<file path="config.mk">
export PLATFORM = sky130hd
export DESIGN_NAME = uart_rx_frame
export DESIGN_NICKNAME = d
export VERILOG_FILES = /design/src/rtl/uart_pkg.sv /design/src/rtl/uart_bit_timer.sv /design/src/rtl/uart_rx_frame.sv
export SDC_FILE = /design/constraint.sdc
export NUM_CORES = 1
export LEC_CHECK = 0
export ABC_AREA = 0
export CORE_ASPECT_RATIO = 0.5
export CORE_UTILIZATION = 55
export DETAILED_ROUTE_END_ITERATION = 8
export HOLD_SLACK_MARGIN = 0.02
export PLACE_DENSITY = 0.76
export SETUP_SLACK_MARGIN = 0.3
export SLEW_MARGIN = 0
export SYNTH_ARGS = -nofsm -noshare
export SYNTH_HDL_FRONTEND = slang
export SYNTH_SLANG_ARGS = --single-unit
export TNS_END_PERCENT = 1
</file>
<file path="constraint.sdc">
create_clock -name CLK100MHZ -period 3 [get_ports CLK100MHZ]
set_clock_uncertainty 0.1 [all_clocks]
set_input_delay 0.3 -clock CLK100MHZ [delete_from_list [all_inputs] [get_ports CLK100MHZ]]
set_output_delay 0.3 -clock CLK100MHZ [all_outputs]
set_load 0.01 [all_outputs]
</file>
<file path="src/rtl/uart_pkg.sv">
// Shared UART definitions: parity modes, receiver state encoding and the parity helper.
package uart_pkg;

   localparam int PARITY_NONE = 0;
   localparam int PARITY_ODD  = 1;
   localparam int PARITY_EVEN = 2;

   localparam logic [5:0] ST_IDLE      = 6'b000001;
   localparam logic [5:0] ST_START     = 6'b000010;
   localparam logic [5:0] ST_DATA      = 6'b000100;
   localparam logic [5:0] ST_PARITY    = 6'b001000;
   localparam logic [5:0] ST_STOP      = 6'b010000;
   localparam logic [5:0] ST_WAIT_HIGH = 6'b100000;

   // Parity bit that makes a correct frame; unused upper data bits must be zero.
   function automatic logic parity_bit(input logic [8:0] data, input int mode);
      logic x;
      x = ^data;
      if (mode == PARITY_ODD) begin
         parity_bit = ~x;
      end else begin
         parity_bit = x;
      end
   endfunction

endpackage

</file>
<file path="src/rtl/uart_bit_timer.sv">
// Bit-period counter: sample_tick at mid-bit, bit_end at wrap; clear restarts from zero.
module uart_bit_timer
   import uart_pkg::*;
#(
   parameter int CLKS_PER_BIT = 868
)(
   input  logic CLK100MHZ,
   input  logic reset,
   input  logic clear,
   output logic sample_tick,
   output logic bit_end
);

   localparam int CW = $clog2(CLKS_PER_BIT);
   localparam logic [CW-1:0] LAST = CW'(CLKS_PER_BIT - 1);
   localparam logic [CW-1:0] HALF = CW'(CLKS_PER_BIT / 2);
   localparam logic [CW-1:0] ONE  = {{(CW-1){1'b0}}, 1'b1};

   logic [CW-1:0] cnt_q, cnt_d;

   // Next count: clear wins, otherwise wrap at the end of the bit.
   always_comb begin
      if (clear) begin
         cnt_d = '0;
      end else if (cnt_q == LAST) begin
         cnt_d = '0;
      end else begin
         cnt_d = cnt_q + ONE;
      end
   end

   // Counter register.
   always_ff @(posedge CLK100MHZ or posedge reset) begin
      if (reset) begin
         cnt_q <= '0;
      end else begin
         cnt_q <= cnt_d;
      end
   end

   assign sample_tick = (cnt_q == HALF);
   assign bit_end     = (cnt_q == LAST);

endmodule

</file>
<file path="src/rtl/uart_rx_frame.sv">
// Parametrised UART receiver: synchronised, majority-voted sampling with framing,
// parity, break and overrun detection, delivering words over a valid/ready handshake.
module uart_rx_frame
   import uart_pkg::*;
#(
   parameter int DATA_WIDTH   = 8,
   parameter int CLKS_PER_BIT = 868,
   parameter int PARITY_MODE  = 0,
   parameter int STOP_BITS    = 1
)(
   input  logic                  CLK100MHZ,
   input  logic                  reset,
   input  logic                  enable,
   input  logic                  RXD,
   output logic [DATA_WIDTH-1:0] rx_data,
   output logic                  rx_valid,
   input  logic                  rx_ready,
   output logic                  rx_frame_err,
   output logic                  rx_parity_err,
   output logic                  rx_break,
   output logic                  rx_overrun,
   output logic                  busy
);

   localparam logic [3:0] LAST_BIT  = 4'(DATA_WIDTH - 1);
   localparam logic       STOP_LAST = (STOP_BITS == 2);

   logic [1:0] sync_q, sync_d;
   logic [2:0] hist_q, hist_d;
   logic rxs_s, maj_s, fall_s;
   logic [5:0] state_q, state_d;
   logic [3:0] idx_q, idx_d;
   logic stop_idx_q, stop_idx_d;
   logic [DATA_WIDTH-1:0] shift_q, shift_d;
   logic fe_acc_q, fe_acc_d, pe_acc_q, pe_acc_d, stop0_low_q, stop0_low_d;
   logic load_s, load_fe_s, load_brk_s;
   logic [DATA_WIDTH-1:0] data_q, data_d;
   logic valid_q, valid_d, fe_q, fe_d, pe_q, pe_d, brk_q, brk_d;
   logic ovr_q, ovr_d, busy_q, busy_d;
   logic clear_s, sample_tick_s, bit_end_s;

   uart_bit_timer #(.CLKS_PER_BIT(CLKS_PER_BIT)) u_timer (
      .CLK100MHZ   (CLK100MHZ),
      .reset       (reset),
      .clear       (clear_s),
      .sample_tick (sample_tick_s),
      .bit_end     (bit_end_s)
   );

   // Input synchroniser and sample history feeding the majority vote.
   always_comb begin
      sync_d = {sync_q[0], RXD};
      hist_d = {hist_q[1:0], sync_q[1]};
   end

   assign rxs_s   = sync_q[1];
   assign maj_s   = (hist_q[0] & hist_q[1]) | (hist_q[0] & hist_q[2]) | (hist_q[1] & hist_q[2]);
   assign fall_s  = hist_q[0] & ~rxs_s;
   assign clear_s = ~enable | (state_q == ST_IDLE) | (state_q == ST_WAIT_HIGH);

   // Frame state machine; a disabled receiver is held in IDLE and drops any partial frame.
   always_comb begin
      state_d     = state_q;
      idx_d       = idx_q;
      stop_idx_d  = stop_idx_q;
      shift_d     = shift_q;
      fe_acc_d    = fe_acc_q;
      pe_acc_d    = pe_acc_q;
      stop0_low_d = stop0_low_q;
      load_s      = 1'b0;
      load_fe_s   = 1'b0;
      load_brk_s  = 1'b0;
      if (!enable) begin
         state_d = ST_IDLE;
      end else begin
         case (state_q)
            ST_IDLE: begin
               state_d = fall_s ? ST_START : ST_IDLE;
            end
            ST_START: begin
               idx_d       = 4'd0;
               stop_idx_d  = 1'b0;
               fe_acc_d    = 1'b0;
               pe_acc_d    = 1'b0;
               stop0_low_d = 1'b0;
               if (sample_tick_s && maj_s) begin
                  state_d = ST_IDLE;
               end else if (bit_end_s) begin
                  state_d = ST_DATA;
               end else begin
                  state_d = ST_START;
               end
            end
            ST_DATA: begin
               if (sample_tick_s) begin
                  shift_d = {maj_s, shift_q[DATA_WIDTH-1:1]};
               end else begin
                  shift_d = shift_q;
               end
               if (bit_end_s && (idx_q == LAST_BIT)) begin
                  state_d = (PARITY_MODE != PARITY_NONE) ? ST_PARITY : ST_STOP;
               end else if (bit_end_s) begin
                  idx_d = idx_q + 4'd1;
               end else begin
                  idx_d = idx_q;
               end
            end
            ST_PARITY: begin
               if (sample_tick_s) begin
                  pe_acc_d = (maj_s != parity_bit(9'(shift_q), PARITY_MODE));
               end else begin
                  pe_acc_d = pe_acc_q;
               end
               state_d = bit_end_s ? ST_STOP : ST_PARITY;
            end
            ST_STOP: begin
               // Leave at the final stop sample so back-to-back frames resynchronise.
               if (sample_tick_s && (stop_idx_q == STOP_LAST)) begin
                  load_s     = 1'b1;
                  load_fe_s  = fe_acc_q | ~maj_s;
                  load_brk_s = (shift_q == '0) && ((STOP_BITS == 1) ? ~maj_s : stop0_low_q);
                  state_d    = load_brk_s ? ST_WAIT_HIGH : ST_IDLE;
               end else if (sample_tick_s) begin
                  fe_acc_d    = ~maj_s;
                  stop0_low_d = ~maj_s;
               end else if (bit_end_s) begin
                  stop_idx_d = 1'b1;
               end else begin
                  state_d = ST_STOP;
               end
            end
            ST_WAIT_HIGH: begin
               state_d = rxs_s ? ST_IDLE : ST_WAIT_HIGH;
            end
            default: begin
               state_d = ST_IDLE;
            end
         endcase
      end
   end

   // Output word, flags and handshake; a frame arriving while the old word is unconsumed is dropped.
   always_comb begin
      data_d  = data_q;
      fe_d    = fe_q;
      pe_d    = pe_q;
      brk_d   = brk_q;
      valid_d = valid_q;
      ovr_d   = 1'b0;
      if (load_s && (!valid_q || rx_ready)) begin
         data_d  = shift_q;
         fe_d    = load_fe_s;
         pe_d    = (PARITY_MODE != PARITY_NONE) && pe_acc_q;
         brk_d   = load_brk_s;
         valid_d = 1'b1;
      end else if (load_s) begin
         ovr_d = 1'b1;
      end else if (valid_q && rx_ready) begin
         valid_d = 1'b0;
      end else begin
         valid_d = valid_q;
      end
      busy_d = (state_d != ST_IDLE);
   end

   // State and output registers.
   always_ff @(posedge CLK100MHZ or posedge reset) begin
      if (reset) begin
         sync_q      <= 2'b11;
         hist_q      <= 3'b111;
         state_q     <= ST_IDLE;
         idx_q       <= 4'd0;
         stop_idx_q  <= 1'b0;
         shift_q     <= '0;
         fe_acc_q    <= 1'b0;
         pe_acc_q    <= 1'b0;
         stop0_low_q <= 1'b0;
         data_q      <= '0;
         valid_q     <= 1'b0;
         fe_q        <= 1'b0;
         pe_q        <= 1'b0;
         brk_q       <= 1'b0;
         ovr_q       <= 1'b0;
         busy_q      <= 1'b0;
      end else begin
         sync_q      <= sync_d;
         hist_q      <= hist_d;
         state_q     <= state_d;
         idx_q       <= idx_d;
         stop_idx_q  <= stop_idx_d;
         shift_q     <= shift_d;
         fe_acc_q    <= fe_acc_d;
         pe_acc_q    <= pe_acc_d;
         stop0_low_q <= stop0_low_d;
         data_q      <= data_d;
         valid_q     <= valid_d;
         fe_q        <= fe_d;
         pe_q        <= pe_d;
         brk_q       <= brk_d;
         ovr_q       <= ovr_d;
         busy_q      <= busy_d;
      end
   end

   assign rx_data       = data_q;
   assign rx_valid      = valid_q;
   assign rx_frame_err  = fe_q;
   assign rx_parity_err = pe_q;
   assign rx_break      = brk_q;
   assign rx_overrun    = ovr_q;
   assign busy          = busy_q;

endmodule

</file>
==> qor.yml, run 1 <==
synth_async_sr_flop_share_pct: 100
worstHoldPathType: "flip-flop to flip-flop"
synth_edf_count: 0
delay_heaviest_family_cp: "simple AND/OR/NAND/NOR gates"
finish.net_count: 244
critPathRequiredTime_ns: 3.09
die_area_um2: 4650
multi_input_gate_area_in_the_final_layout_um2: 1120
final.min_clock_period_ns: 2.46
post_synth_instance_area_um2: 2400
cts_max_level: 2
regArea_um2: 1210
floorplan.core_area_um2: 4040
cts_inserted_buffers: 5
post-cts-setup-buffers: 0
crit_type: "flip-flop to flip-flop"
grt_first_pass_wirelength_mm: 7.96
mostFrequentLayoutCell: "dfrtp_1"
worst_hold_slack_ns: 0.263
clock-sinks: 48
ios: 19
remaining_antenna_violation_count_after_routing: 0
fmax_mhz: 407
tritoncts: "built"
p_leak_uw: 0.00116
die_y_um: 48.7
path_max_fanout: 11
antenna_cells: 0
worst_setup_hold_path_clk_slew_ns: 0.09
port-buffer-count: 17
nFillCells: 306
postRouteWirelength_mm: 4.73
yosysSeqAreaShare_pct: 50.4
rr_worst_depth: 4
detail_route.first_pass.iterations: 4
headroom_to_the_max_slew_limit_pct: 35.4
rsz0062_at_grt: "no"
clock_tree.root_cell: "clkbuf_8"
areaGrowthSynthToFinish_pct: 13.0
via_count_of_the_first_global_routing_pass: 1635
avgSynthCellArea_um2: 11.1
initial_detailed_routing_violation_count: 138
timing.setup.tns_ns: 0
layoutNonFillerInstCount: 291
yosys_warnings: 0
ctsLongestPathBuffers: 2
site_row_count: 16
syn-instance-count: 217
dp_hpwl_mm: 3.23
finalCritPeriodShare_pct: 82.0
synth.ff_latch_count: 48
final_layout_size_suffix_gt1_share_pct: 17.7
finish.utilization_pct: 67.0
crit_path_top_delay_cell: "or4_1"
path_cells: "or4_1 > nor2_1 > and3_1 > mux2_2"
p_total_uw: 1160
setup.worst_path.start_class: "flip-flop"
global_route.usage.total_pct: 22.6
placedCellCount: 283
routed_via_density: 6.03
max_cap_violations: 0
worst_pin_slew_ns: 0.967
max-vdd-ir-drop_uv: 333
grt_overflow: 0
critical_path_cell_count: 4
critical-path-max-stage-delay_ns: 0.60
grt_max_degree: 49
post_cts.resized_instances: 0
hold_viol_final: 0
syn_nets: 225
drc: 0
slew_violations: 0
commonest_non_fill_non_tap_cells_in_the_layout: "dfrtp_1 (42), nor2_1 (20), mux2_2 (18), clkdlybuf4s50_1 (17), nand3_1 (11)"
yosys.cell_types.count: 50
holdBufCountCts: 0
critical_path_arrival_ns: 2.55
initial_core_util_pct: 59.3
dieWidth_um: 95.4
finalSetupViolCount: 0
gp_congestion: 0.917
timing.critical_path.to_type: "flip-flop"
via_count: 1755
timing.hold.worst_path_depth: 0
cp_num_buf_inv: 0
grt_antenna_before_repair: 0
clk_latency_worst_skew_pair_ns: 0.30
route.detailed.wl_per_inst_um: 16.2
synth-main-ff-cell: "dfrtp_1"
status: "completed"
powerDensity_nw_per_um2: 429
[worst reg2reg max path: cells and delay by family (launching register included)]
| kind | cells | cell delay [ns] |
|---|---|---|
| flip-flops | 1 | 0.49 |
| AND/OR/NAND/NOR | 3 | 1.37 |
| multiplexers | 1 | 0.39 |
[layout make-up]
class | instances | share of cell area [%]
clock buffers | 6 | 3.05
clock inverters | 2 | 0.508
inverters | 8 | 1.11
multi-input cells | 153 | 41.2
flip-flops and latches | 48 | 44.6
well taps | 54 | 2.49
repair buffers | 20 | 7.11
[cells by family after synthesis]
kind of cell	Yosys count	synth area share [%]
and+or+nand+nor	94	24.2
DFF	48	50.4
AOI/OAI and AO/OA	27	8.39
muxes	18	8.45
buffers and inverters	16	3.13
xor gates and xnor gates	9	3.28
adders and majority gates	4	1.98
other	1	0.156
[layer usage]
layer	global-route usage, %	share of wire [%]	vias to the layer above
li1	-	-	829
met1	34.1	50	872
met2	33.7	45	50
met4	2.99	0.44	0
met5	0	0	-
met3	5.66	4.8	4
[synth_stat cells (3+ instances only)]
master | instances | area (µm²)
a21oi_1 | 4 | 20.0
and3_1 | 3 | 18.8
and3b_1 | 3 | 26.3
clkbuf_1 | 5 | 18.8
dfrtp_1 | 42 | 1050
dfstp_2 | 6 | 158
ha_1 | 3 | 37.5
inv_1 | 8 | 30.0
mux2_2 | 18 | 203
nand2_1 | 7 | 26.3
nand2b_1 | 7 | 43.8
nand3_1 | 11 | 55.1
nand4_1 | 6 | 37.5
nor2_1 | 20 | 75.1
nor2b_1 | 9 | 56.3
nor3_1 | 4 | 20.0
nor4_1 | 6 | 37.5
o21ai_0 | 3 | 15.0
xnor2_1 | 6 | 52.6
xor2_1 | 3 | 26.3
[path summary, 6_finish.rpt]
check                      slack, ns            startpoint                       end
hold / removal                  0.26   sync_q[0]$_DFF_PP1_       sync_q[1]$_DFF_PP1_
max in group asynchronous       1.77                 reset    shift_q[7]$_DFFE_PP0P_
setup / recovery                0.54  state_q[4]$_DFF_PP0_    shift_q[0]$_DFFE_PP0P_
setup reg to reg                0.54  state_q[4]$_DFF_PP0_    shift_q[0]$_DFFE_PP0P_
min in group asynchronous       0.44                 reset  rx_frame_err$_DFFE_PP0P_
hold reg to reg                 0.26   sync_q[0]$_DFF_PP1_       sync_q[1]$_DFF_PP1_
[power breakdown]
part / total, µW / internal [µW] / switching, µW / leakage, µW
sequential: 672 / 660 / 12.2 / 0.000638
combinational: 80.7 / 31.9 / 48.8 / 0.000469
clock: 411 / 189 / 223 / 0.0000516
[metrics by stage]
step	setup WS, ns	cell area (µm²)
6_report	0.541	2710
4_1_cts	0.583	2710
5_1_grt	0.474	2710
3_5_place_dp	0.604	2620
2_1_floorplan	0.897	2400
3_3_place_gp	0.691	2620
[flip-flops by register name, summed over array words and instances, names as in the netlist]
register	flops
u_timer.cnt_q	10
rx_data	8
shift_q	8
state_q	6
idx_q	4
hist_q	3
sync_q	2
busy	1
fe_acc_q	1
rx_break	1
rx_frame_err	1
rx_overrun	1
rx_valid	1
stop_idx_q	1
Power figures use the tool's default switching activity.
==> inputs of run 2 (changes only) <==
CORE_UTILIZATION = 52   (was 55)
PLACE_DENSITY = 0.75   (was 0.76)
clock period = 2.1 ns   (was 3 ns; I/O delays follow)
==> qor.yml, run 2 (synthesis gave the netlist of run 1 again) <==
status: "finished with violations"
violations: "design-rule violations"
via_count: 1865
timing.critical_path.from: "state_q[0]$_DFF_PP1_"
pwr-share-clk_pct: 39.5
areaGrowthSynthToFinish_pct: 22.7
layoutNonFillerInstCount: 311
drc: 2
timing.critical_path.to_type: "flip-flop"
switching_power_uw: 420
die_area_um2: 4910
setup.worst_path.start_class: "flip-flop"
initial_detailed_routing_violation_count: 171
cp_num_buf_inv: 0
dp_hpwl_mm: 3.54
placedInstanceArea_um2: 2770
cellInternalPower_uw: 1390
rr_worst_depth: 4
initial_core_util_pct: 54.2
critPathCapture: "state_q[1]$_DFF_PP0_"
floorplan.core_area_um2: 4420
timing.setup.tns_ns: 0
p_leak_uw: 0.00127
remaining_antenna_violation_count_after_routing: 0
grt_antenna_before_repair: 0
dieWidth_um: 98.1
final.min_clock_period_ns: 1.98
crit_type: "flip-flop to flip-flop"
largest-register: "u_timer.cnt_q"
largest_register_ffs: 10
crit_path_top_delay_cell: "dfstp_2"
power.share.switching_pct: 23.3
route.detailed.wl_per_inst_um: 16.4
worst_pin_slew_ns: 0.585
site_row_count: 17
headroom_to_the_max_slew_limit_pct: 60.9
hold_viol_final: 0
die_y_um: 50.0
clock_tree.root_cell: "clkbuf_8"
critPathRequiredTime_ns: 2.17
ctsLongestPathBuffers: 2
grt_first_pass_wirelength_mm: 8.53
routed_via_density: 6.00
finalCritPeriodShare_pct: 94.4
max_cap_violations: 0
ios: 19
powerDensity_nw_per_um2: 613
mostFrequentLayoutCell: "dfrtp_1"
cts_inserted_buffers: 5
finish.utilization_pct: 66.6
via_count_of_the_first_global_routing_pass: 1731
antenna_cells: 0
seqPwrFrac_pct: 53.0
max-vdd-ir-drop_uv: 409
critical_path_cell_count: 4
rsz0062_at_grt: "yes"
worst-r2r-setup-slack_ns: 0.12
worstHoldPathType: "input port to async pin"
finish.net_count: 261
path_max_fanout: 9
clk_latency_worst_skew_pair_ns: 0.31
commonest_non_fill_non_tap_cells_in_the_layout: "dfrtp_1 (42), nor2_1 (19), mux2_2 (18), clkdlybuf4s50_1 (17), buf_4 (17)"
fmax_mhz: 504
timing.rr.start: "state_q[0]$_DFF_PP1_"
cts_max_level: 2
critical-path-max-stage-delay_ns: 0.65
clock-sinks: 48
final_layout_size_suffix_gt1_share_pct: 26.0
port-buffer-count: 17
placedCellCount: 300
grt_max_degree: 31
postRouteWirelength_mm: 5.09
critical_path_arrival_ns: 2.05
delay_heaviest_family_cp: "compound AO/OA/AOI/OAI gates"
gp_congestion: 0.851
path_cells: "xor2_1 > a221o_1 > a311oi_2 > a21oi_1"
finalSetupViolCount: 0
rr_endpoint: "state_q[1]$_DFF_PP0_"
combPwrFrac_pct: 7.5
slew_violations: 0
global_route.usage.total_pct: 23.2
final_cell_area_um2: 2950
grt_overflow: 0
worst_setup_hold_path_clk_slew_ns: 0.09
detail_route.first_pass.iterations: 6
tritoncts: "built"
## run 2: cell type report
cell class | count | area, µm²
fillers | 335 | 1480
flip-flops and latches | 48 | 1210
multi-input cells | 154 | 1180
repair buffers | 36 | 338
clock buffers | 6 | 82.6
well taps | 57 | 71.3
clock inverters | 2 | 38.8
inverters | 8 | 30.0
## run 2: power groups by stage
| stage | sequential (µW) | clock, µW | combinational (µW) |
|---|---|---|---|
| after floorplan | 969 | 0 | 87.9 |
| after global placement | 974 | 0 | 127 |
| after detailed placement | 976 | 0 | 130 |
| after CTS | 958 | 719 | 135 |
| after global routing | 961 | 762 | 149 |
| final | 958 | 714 | 135 |
## run 2: through the flow
stage,hold slack (ns),worst slack (ns),total power [µW]
floorplan,0.114,0.139,1060
global placement,0.246,0.117,1100
detailed placement,0.247,0.0227,1110
CTS,0.135,0.127,1810
global route,0.150,0.0267,1870
finish,0.113,0.118,1810
## run 2: how the worst min path moves through the flow
| stage | startpoint | end | slack, ns | cells past startpoint |
|---|---|---|---|---|
| after global routing | reset | u_timer.cnt_q[1]$_DFF_PP0_ | 0.15 | 2 |
| after detailed placement | sync_q[0]$_DFF_PP1_ | sync_q[1]$_DFF_PP1_ | 0.25 | 0 |
| after global placement | sync_q[0]$_DFF_PP1_ | sync_q[1]$_DFF_PP1_ | 0.25 | 0 |
| after CTS | reset | u_timer.cnt_q[0]$_DFF_PP0_ | 0.13 | 2 |
| after floorplan | RXD | sync_q[0]$_DFF_PP1_ | 0.11 | 0 |
| final | reset | u_timer.cnt_q[0]$_DFF_PP0_ | 0.11 | 2 |
## run 2: timing repair
item / CTS / global route
endpoints found under the setup margin: 39 / 41
hold buffers: 0 / 0
resized for setup: 4 / 1
buffers inserted: 2 / 0
cloned: 1 / 0
pin swaps: 2 / 0
## run 2: routing by layer
layer  track usage (%)  share of wire, %
met1              32.4                49
met2              35.9                44
met3              6.24               6.1
met4              6.06               1.0
met5                 0                 0
